==> src/rtl/cic_sequencer_if.sv <==
// ---------------------------------------------------------------------------
// cic_sequencer_if
// Valid/ready channel that carries captured CIC filter words from the
// sequencer's one-entry buffer to downstream logic.
//   sample_data   captured filter word (source -> sink)
//   sample_valid  sample_data holds an unconsumed word (source -> sink)
//   sample_ready  sink accepts the word this cycle (sink -> source)
// A word transfers on a clock edge where sample_valid and sample_ready are
// both high.
// ---------------------------------------------------------------------------
interface cic_sequencer_if #(
  parameter int DATA_WIDTH = 25
);
  logic [DATA_WIDTH-1:0] sample_data;
  logic                  sample_valid;
  logic                  sample_ready;

  modport master (
    output sample_data,
    output sample_valid,
    input  sample_ready
  );

  modport slave (
    input  sample_data,
    input  sample_valid,
    output sample_ready
  );
endinterface

==> src/rtl/cic_sequencer.sv <==
// ---------------------------------------------------------------------------
// cic_sequencer
// Sequences a third-order CIC decimator behind a sigma-delta modulator:
// clears the filter, generates the decimation strobe for D = 2^dec_log2,
// throws away the settling outputs after each start, and captures valid
// filter words into a one-entry buffer drained over a valid/ready channel.
//
// Ports
//   clk          modulator-rate clock
//   reset        synchronous, active-high reset
//   enable       level: high runs conversion, low aborts to IDLE
//   single_shot  1 = one word per start, 0 = continuous (latched at start)
//   dec_log2     decimation exponent (latched at start; 0 or out-of-range
//                selects MAX_DEC_LOG2)
//   cic_data     CIC filter output word
//   cic_clear    holds CIC integrators/combs cleared (registered)
//   dec_strobe   one-cycle pulse at each decimation boundary
//   smp          valid/ready output channel (master side)
//   overrun_clr  clears the sticky overrun flag
//   overrun      sticky: a capture was dropped because the buffer was full
//   busy         high in FLUSH, SETTLE and RUN
// ---------------------------------------------------------------------------
module cic_sequencer #(
  parameter  int MAX_DEC_LOG2   = 8,
  parameter  int DATA_WIDTH     = 3*MAX_DEC_LOG2+1,
  parameter  int SETTLE_SAMPLES = 3,
  localparam int LW             = $clog2(MAX_DEC_LOG2+1)
) (
  input  logic                  clk,
  input  logic                  reset,
  input  logic                  enable,
  input  logic                  single_shot,
  input  logic [LW-1:0]         dec_log2,
  input  logic [DATA_WIDTH-1:0] cic_data,
  output logic                  cic_clear,
  output logic                  dec_strobe,
  cic_sequencer_if.master       smp,
  input  logic                  overrun_clr,
  output logic                  overrun,
  output logic                  busy
);

  localparam int CW = MAX_DEC_LOG2;                 // decimation counter width
  localparam int SW = $clog2(SETTLE_SAMPLES+1);     // settle strobe counter width

  typedef enum logic [2:0] {S_IDLE, S_FLUSH, S_SETTLE, S_RUN, S_DONE} state_t;

  state_t                state;
  logic [CW-1:0]         counter;
  logic [CW-1:0]         dec_mask;      // D-1 for the latched ratio
  logic [CW-1:0]         counter_step;
  logic [SW-1:0]         settle_cnt;
  logic [LW-1:0]         dec_lat;
  logic [LW-1:0]         dec_clamped;
  logic                  single_lat;
  logic                  capture_pending;
  logic                  cic_clear_q;
  logic [DATA_WIDTH-1:0] data_q;
  logic                  valid_q;
  logic                  overrun_q;

  // D-1 is a run of dec_lat ones; building it bit by bit avoids a wide shift.
  // NOTE: every always_comb output gets a default first so no path can leave
  // it unassigned and infer a latch.
  always_comb begin
    dec_mask = '0;
    for (int i = 0; i < CW; i++) dec_mask[i] = (LW'(i) < dec_lat);
  end

  assign dec_clamped  = (dec_log2 == '0 || dec_log2 > LW'(MAX_DEC_LOG2))
                        ? LW'(MAX_DEC_LOG2) : dec_log2;
  assign dec_strobe   = (state == S_SETTLE || state == S_RUN) && (counter == dec_mask);
  assign counter_step = dec_strobe ? '0 : counter + CW'(1);
  assign busy         = (state == S_FLUSH || state == S_SETTLE || state == S_RUN);

  assign cic_clear        = cic_clear_q;
  assign overrun          = overrun_q;
  assign smp.sample_data  = data_q;
  assign smp.sample_valid = valid_q;

  // NOTE: all state below uses non-blocking assignments, so later statements
  // in this block override earlier defaults (e.g. an overrun set beats a clear)
  // without any ordering hazard between registers.
  always_ff @(posedge clk) begin
    if (reset) begin
      state           <= S_IDLE;
      counter         <= '0;
      settle_cnt      <= '0;
      dec_lat         <= LW'(MAX_DEC_LOG2);
      single_lat      <= 1'b0;
      capture_pending <= 1'b0;
      cic_clear_q     <= 1'b1;
      // NOTE: the capture word is reset too, because its reset value is
      // visible on sample_data; a buffer that is never observed while
      // invalid would not need it.
      data_q          <= '0;
      valid_q         <= 1'b0;
      overrun_q       <= 1'b0;
    end else begin
      // Defaults: consumer handshake, overrun clear, pending lasts one cycle.
      if (valid_q && smp.sample_ready) valid_q <= 1'b0;
      if (overrun_clr) overrun_q <= 1'b0;
      capture_pending <= 1'b0;

      case (state)
        S_IDLE: begin
          cic_clear_q <= 1'b1;
          counter     <= '0;
          if (enable) begin
            state      <= S_FLUSH;
            dec_lat    <= dec_clamped;
            single_lat <= single_shot;
            settle_cnt <= '0;
            overrun_q  <= 1'b0;
          end
        end

        // Counter doubles as the two-cycle flush timer.
        S_FLUSH: begin
          if (!enable) begin
            state       <= S_IDLE;
            counter     <= '0;
            cic_clear_q <= 1'b1;
          end else if (counter == CW'(1)) begin
            state       <= S_SETTLE;
            counter     <= '0;
            cic_clear_q <= 1'b0;
          end else begin
            counter <= counter + CW'(1);
          end
        end

        S_SETTLE: begin
          if (!enable) begin
            state       <= S_IDLE;
            counter     <= '0;
            cic_clear_q <= 1'b1;
          end else begin
            counter <= counter_step;
            if (dec_strobe) begin
              if (settle_cnt == SW'(SETTLE_SAMPLES-1)) state <= S_RUN;
              else settle_cnt <= settle_cnt + SW'(1);
            end
          end
        end

        // Abort wins over a pending capture: the word is not taken.
        S_RUN: begin
          if (!enable) begin
            state       <= S_IDLE;
            counter     <= '0;
            cic_clear_q <= 1'b1;
          end else begin
            counter <= counter_step;
            if (dec_strobe) capture_pending <= 1'b1;
            if (capture_pending) begin
              if (!valid_q || smp.sample_ready) begin
                data_q  <= cic_data;
                valid_q <= 1'b1;
              end else begin
                overrun_q <= 1'b1;
              end
              if (single_lat) state <= S_DONE;
            end
          end
        end

        S_DONE: begin
          if (!enable) begin
            state       <= S_IDLE;
            counter     <= '0;
            cic_clear_q <= 1'b1;
          end
        end

        default: begin
          state       <= S_IDLE;
          counter     <= '0;
          cic_clear_q <= 1'b1;
        end
      endcase
    end
  end

endmodule

==> src/flat_wrapper.sv <==
// flat-port wrapper written by rule: the top's interface ports become plain ports
module cic_sequencer_flat 
#(
  parameter  int MAX_DEC_LOG2   = 8,
  parameter  int DATA_WIDTH     = 3*MAX_DEC_LOG2+1,
  parameter  int SETTLE_SAMPLES = 3,
  localparam int LW             = $clog2(MAX_DEC_LOG2+1)
)
  (clk, reset, enable, single_shot, dec_log2, cic_data, cic_clear, dec_strobe, overrun_clr, overrun, busy, smp_sample_data, smp_sample_valid, smp_sample_ready);
  cic_sequencer_if #(.DATA_WIDTH(DATA_WIDTH)) smp_i ();
  input  logic clk;
  input  logic reset;
  input  logic enable;
  input  logic single_shot;
  input  logic [LW-1:0] dec_log2;
  input  logic [DATA_WIDTH-1:0] cic_data;
  output logic cic_clear;
  output logic dec_strobe;
  input  logic overrun_clr;
  output logic overrun;
  output logic busy;
  output wire logic [$bits(smp_i.sample_data)-1:0] smp_sample_data;
  output wire logic [$bits(smp_i.sample_valid)-1:0] smp_sample_valid;
  input wire logic [$bits(smp_i.sample_ready)-1:0] smp_sample_ready;
  assign smp_sample_data = smp_i.sample_data;
  assign smp_sample_valid = smp_i.sample_valid;
  assign smp_i.sample_ready = smp_sample_ready;
  cic_sequencer #(.MAX_DEC_LOG2(MAX_DEC_LOG2), .DATA_WIDTH(DATA_WIDTH), .SETTLE_SAMPLES(SETTLE_SAMPLES)) u_core (.clk(clk), .reset(reset), .enable(enable), .single_shot(single_shot), .dec_log2(dec_log2), .cic_data(cic_data), .cic_clear(cic_clear), .dec_strobe(dec_strobe), .smp(smp_i), .overrun_clr(overrun_clr), .overrun(overrun), .busy(busy));
endmodule
==> config.mk <==
export PLATFORM = sky130hd
export DESIGN_NAME = cic_sequencer_flat
export DESIGN_NICKNAME = d
export VERILOG_FILES = /design/src/rtl/cic_sequencer_if.sv /design/src/rtl/cic_sequencer.sv /design/src/flat_wrapper.sv
export SDC_FILE = /design/constraint.sdc
export NUM_CORES = 1
export LEC_CHECK = 0
export ABC_AREA = 1
export CORE_UTILIZATION = 30
export DETAILED_ROUTE_END_ITERATION = 10
export SYNTH_ARGS = -nofsm -noshare
export SYNTH_HDL_FRONTEND = slang
export SYNTH_SLANG_ARGS = --single-unit
==> constraint.sdc <==
create_clock -name clk -period 2.05 [get_ports clk]
set_clock_uncertainty 0.1 [all_clocks]
set_input_delay 0.3075 -clock clk [delete_from_list [all_inputs] [get_ports clk]]
set_output_delay 0.3075 -clock clk [all_outputs]
set_load 0.02 [all_outputs]
# After elaboration in Yosys (flattened, before gate mapping)

Index checks and enable logic that the tools add are counted.

Add/sub/neg operators: 2
Order comparisons: 9
Eq/ne operators: 18
Muxes and demuxes: 39
Bitwise logic cells: 2
Reductions and logical operators: 19

Operators by type and width:

| operator                                          | count |
|---|---|
| two-way mux 8 bit                                 | 5 |
| two-way mux 3 bit                                 | 10 |
| case mux 8 bit (3 select lines)                   | 1 |
| < comparator 3 x 4 -> 1 bit, first input constant | 4 |
| case mux 3 bit (5 select lines)                   | 1 |
| two-way mux 1 bit                                 | 14 |
| != test 2 bit, second input constant              | 5 |
| != test 3 x 2 -> 1 bit, second input constant     | 3 |
| adder 8 x 1 -> 8 bit, second input constant       | 1 |
| == test 8 x 1 -> 1 bit, second input constant     | 1 |
| == test 8 bit                                     | 1 |
| < comparator 1 x 4 -> 1 bit, first input constant | 2 |
| < comparator 2 x 4 -> 1 bit, first input constant | 2 |
| two-way mux 2 bit                                 | 4 |
| AND reduction 7 bit                               | 1 |
| == test 3 x 2 -> 1 bit, second input constant     | 2 |
| != test 3 bit, second input constant              | 2 |
| OR reduction 3 bit                                | 2 |
| logical OR 1 bit                                  | 5 |
| AND reduction 5 bit                               | 1 |
| > comparator 4 bit, second input constant         | 1 |
| zero test 4 bit                                   | 1 |
| two-way mux 4 bit                                 | 1 |
| case mux 1 bit (2 select lines)                   | 2 |
| other kinds (14)                                  | 17 |

Register bits: 47
Input port bits: 35
Word-level logic and storage cells: 99

# Longest topological paths before layout

Word-level depth: 6
Gate-level depth with buffers: 11
Gate-level depth less buffers: 11

# Worst setup path after synthesis

OpenSTA, ideal clock, no wires.

Path kind: flip-flop to output port
From: reg u_core.state[1]
To: out dec_strobe
Arrival time: 1080 ps
Setup slack: 562 ps
Stages on the path, launching flop included: 9
Path buffers: 0
Cell sequence: dfxtp_1 inv_2 nor2_4 nand2_1 nor2_2 nand2_1 nor2_1 nand4_1 inv_1

Cells in the longest elaborated chain, start to end: 3
Elaborated cells between the ends (all ways): 4
Those cells by class: eq/ne (2); reduce/logical (2)

RTL lines:

| what                     | RTL line             | RTL |
|---|---|---|
| start: declaration       | cic_sequencer.sv:48  | `state_t state;` |
| start signal: assignment | cic_sequencer.sv:86  | `state <= S_IDLE;` |
| start signal: assignment | cic_sequencer.sv:110 | `state <= S_FLUSH;` |
| start signal: assignment | cic_sequencer.sv:121 | `state <= S_IDLE;` |
| == test 3 x 2 -> 1 bit   | cic_sequencer.sv:72  | `assign dec_strobe = (state == S_SETTLE \|\| state == S_RUN) && (counter == dec_mask);` |
| logical OR 1 bit *       | cic_sequencer.sv:72  |  |
| logical AND 1 bit *      | cic_sequencer.sv:72  |  |
| end: declaration         | flat_wrapper.sv:18   | `output logic dec_strobe;` |

Mark *: on every way between the ends. The rest lies on a longest branch, timed or not.

# Worst setup path in the final report

From: reg u_core.dec_lat[3]
To: out dec_strobe

Cells in the longest elaborated chain, start to end: 3
Elaborated cells between the ends (all ways): 10
Those cells by class: order compare (8); eq/ne (1); reduce/logical (1)

RTL lines:

| what                                                      | RTL line             | RTL |
|---|---|---|
| start: declaration                                        | cic_sequencer.sv:53  | `logic [LW-1:0] dec_lat;` |
| start signal: assignment                                  | cic_sequencer.sv:89  | `dec_lat <= LW'(MAX_DEC_LOG2);` |
| start signal: assignment                                  | cic_sequencer.sv:111 | `dec_lat <= dec_clamped;` |
| < comparator 1 x 4 -> 1 bit, or another cell as far along | cic_sequencer.sv:67  | `for (int i = 0; i < CW; i++) dec_mask[i] = (LW'(i) < dec_lat);` |
| == test 8 bit *                                           | cic_sequencer.sv:72  |  |
| logical AND 1 bit *                                       | cic_sequencer.sv:72  |  |

Marks and branches as above.

==> impl_metrics.json <==
{
  "layout_commonest_cell": "nor2_1",
  "antenna_found_initial": 0,
  "crit_type": "reg2out",
  "fin_crit_sh_pct": 92.96,
  "grtUsageTotal_pct": 15.41,
  "grt_use_met2_pct": 25.45,
  "clkTransAtPathRegs_ps": 100,
  "rows": 31,
  "dpl.hpwl_um": 4463,
  "drc": 0,
  "r2r_cells": 9,
  "hold_buffers": 0,
  "portBuffers": 64,
  "synth_edf_count": 0,
  "clock_power_share_pct": 25.5,
  "finalHoldViolations": 0,
  "status": "complete, no violations",
  "syn_to_final_growth_pct": 40.47,
  "relSlewSlack_pct": 71.92,
  "cts_tree": "built",
  "power_density_nw_per_um2": 718.2,
  "floorplan.initialDensity_pct": 31.55,
  "syn_inst": 330,
  "place_inst": 503,
  "nNetsFinal": 449,
  "finalWeightedCongestion": 0.8433,
  "comb_power_share_pct": 30.9,
  "grt_pass1_vias": 2343,
  "cp_max_fo": 6,
  "power_leakage_nw": 1.372,
  "holdPathStages": 2,
  "ys.flop_type": "dfxtp_1",
  "vias": 2335,
  "first_iter_violations": 38,
  "n_antenna_cell": 0,
  "pin_count": 65,
  "avgSynthCellArea_um2": 7.083,
  "gr-usage-met3_pct": 5.387,
  "hp-class": "reg2reg",
  "busiest_layer": "met2",
  "core-area_um2": 7408,
  "switchingPower_uw": 839.1,
  "ys_seq_area_share_pct": 40.26,
  "vias_per_cell": 4.569,
  "p_int_mw": 1.519,
  "grt_first_pass_wirelength_um": 10400,
  "swShare_pct": 35.59,
  "wirelength_um": 5892,
  "dr.pass1.iters": 4,
  "die_w_um": 90.27,
  "critPathArrivalTime_ps": 1500,
  "setup_violations": 0,
  "fin_setup_tns_ps": 0,
  "grt_overflow_total": 0,
  "worstMarginPinSlew_ps": 420.5,
  "instances_no_fill": 511,
  "end_kind": "primary output",
  "htreeDepth": 2,
  "clockRootBuffer": "clkbuf_8",
  "grt_util_met1_pct": 19.00,
  "maxCapViolCount": 0,
  "synth_area_um2": 2337,
  "slew_violations": 0,
  "numCtsBuffers": 5,
  "ys_async_sr_fraction_pct": 0,
  "final_cell_mix": "nor2_1, clkdlybuf4s50_1, nand2_1, dfxtp_1, inv_1",
  "yosysUniqueCellTypes": 33,
  "layout-drive-gt1-share_pct": 15.78,
  "dieArea_um2": 8148,
  "clk-insertion-delay-late_ps": 310,
  "post_cts.repair.setup_buffers": 0,
  "grt_max_degree": 31,
  "rsz0062_at_grt": "no",
  "p_seq_share_pct": 43.7,
  "max_freq_mhz": 524.8,
  "wire_per_inst_um": 11.53,
  "cts_sinks": 47,
  "clockBufferDepth": 2,
  "ir_drop_mv": 0.2582,
  "cp_data_required_time_ps": 1640,
  "synth_fp_nets": 368,
  "fillers": 742,
  "die_h_um": 90.27,
  "yosys_warnings": 0,
  "detail-route-antenna-nets": 0,
  "ys_seq_elements": 47,
  "period_needed_ps": 1906,
  "worst_setup_path_start_kind": "flop"
}
==> sequential cells by signal, summed over array words and instances (netlist names) <==
signal	cells
u_core.capture_pending	1
u_core.cic_clear	1
u_core.overrun	1
u_core.dec_lat	4
u_core.single_lat	1
u_core.smp.sample_data	25
u_core.state	3
u_core.settle_cnt	2
u_core.smp.sample_valid	1
u_core.counter	8
==> timing repair <==
item / in CTS / in global routing
setup endpoints to repair: 2 / 1
gates resized for setup: 7 / 3
endpoints found under the hold margin: 0 / 0
pin swaps: 0 / 1
==> final timing paths <==
path,to,slack [ps],from
setup / recovery,dec_strobe,140,u_core.dec_lat[3]
hold / removal,u_core.counter[7],380,u_core.counter[7]
setup reg to reg,u_core.state[1],410,u_core.counter[1]
hold reg to reg,u_core.counter[7],380,u_core.counter[7]
==> area by class of cell <==
cell class | instances | area (um^2) | share of cell area [%]
Multi-Input combinational cell | 239 | 1206 | 36.74
Sequential cell | 47 | 947.2 | 28.85
Timing Repair Buffer | 84 | 787.0 | 23.97
Inverter | 34 | 127.6 | 3.887
Tap cell | 99 | 123.9 | 3.773
Clock buffer | 5 | 68.82 | 2.096
Clock inverter | 3 | 22.52 | 0.6860
==> critical path, cell delays in order (launching register included) <==
cell and delay [ps]:
dfxtp_4 380, nor2_4 160, nand2_1 70, nand2_1 70, and3_1 170, nand4_1 130
inv_1 80, buf_4 130
==> power by group through the flow <==
| stage | clock, mW | combinational, mW | sequential [mW] |
|---|---|---|---|
| after floorplan | 0 | 0.475 | 1.04 |
| after global placement | 0 | 0.727 | 1.05 |
| after detailed placement | 0 | 0.735 | 1.05 |
| after CTS | 0.630 | 0.731 | 1.03 |
| after global routing | 0.669 | 0.821 | 1.04 |
| final | 0.601 | 0.728 | 1.03 |
==> logic make-up after synthesis <==
logic type               after synthesis  synth area share, %
AO/OA/AOI/OAI                         57                13.01
XOR/XNOR                               2               0.7496
adder cells (fa/ha/maj)                3                1.606
buffers and inverters                 44                8.137
flip-flops                            47                40.26
AND/OR/NAND/NOR                      177                36.24
==> synthesized netlist by cell type (7+ instances only) <==
library cell / count / area (um^2)
a21oi_1: 16 / 80.08
nor2_1: 73 / 274.0
nor2_4: 7 / 78.83
nand4_1: 9 / 56.30
o21ai_1: 23 / 115.1
dfxtp_1: 47 / 940.9
nand2_1: 53 / 198.9
inv_1: 26 / 97.59
inv_2: 7 / 26.28
o21ai_0: 12 / 60.06
nand2_2: 8 / 50.05
nand3_1: 17 / 85.08
==> metal layers <==
layer	share of wire [%]	vias up
met5	0	-
met4	0.66	0
met3	7.3	4
met2	46	64
met1	46	1038
li1	-	1229
==> through the flow <==
| stage | cell area, um^2 | hold slack [ps] | utilization [%] | setup WS [ps] | power (mW) |
|---|---|---|---|---|---|
| final | 3283 | 383.0 | 44.32 | 144.4 | 2.358 |
| after floorplan | 2337 | 342.4 | - | 562.3 | 1.519 |
| after detailed placement | 3189 | 375.9 | 43.05 | -36.60 | 1.783 |
| after global placement | 3189 | 368.7 | 43.05 | -4.025 | 1.773 |
| after CTS | 3284 | 389.7 | 44.33 | 18.94 | 2.389 |
| after global routing | 3283 | 417.1 | 44.32 | 17.43 | 2.529 |
No activity file was read; power rests on OpenSTA's default activity.
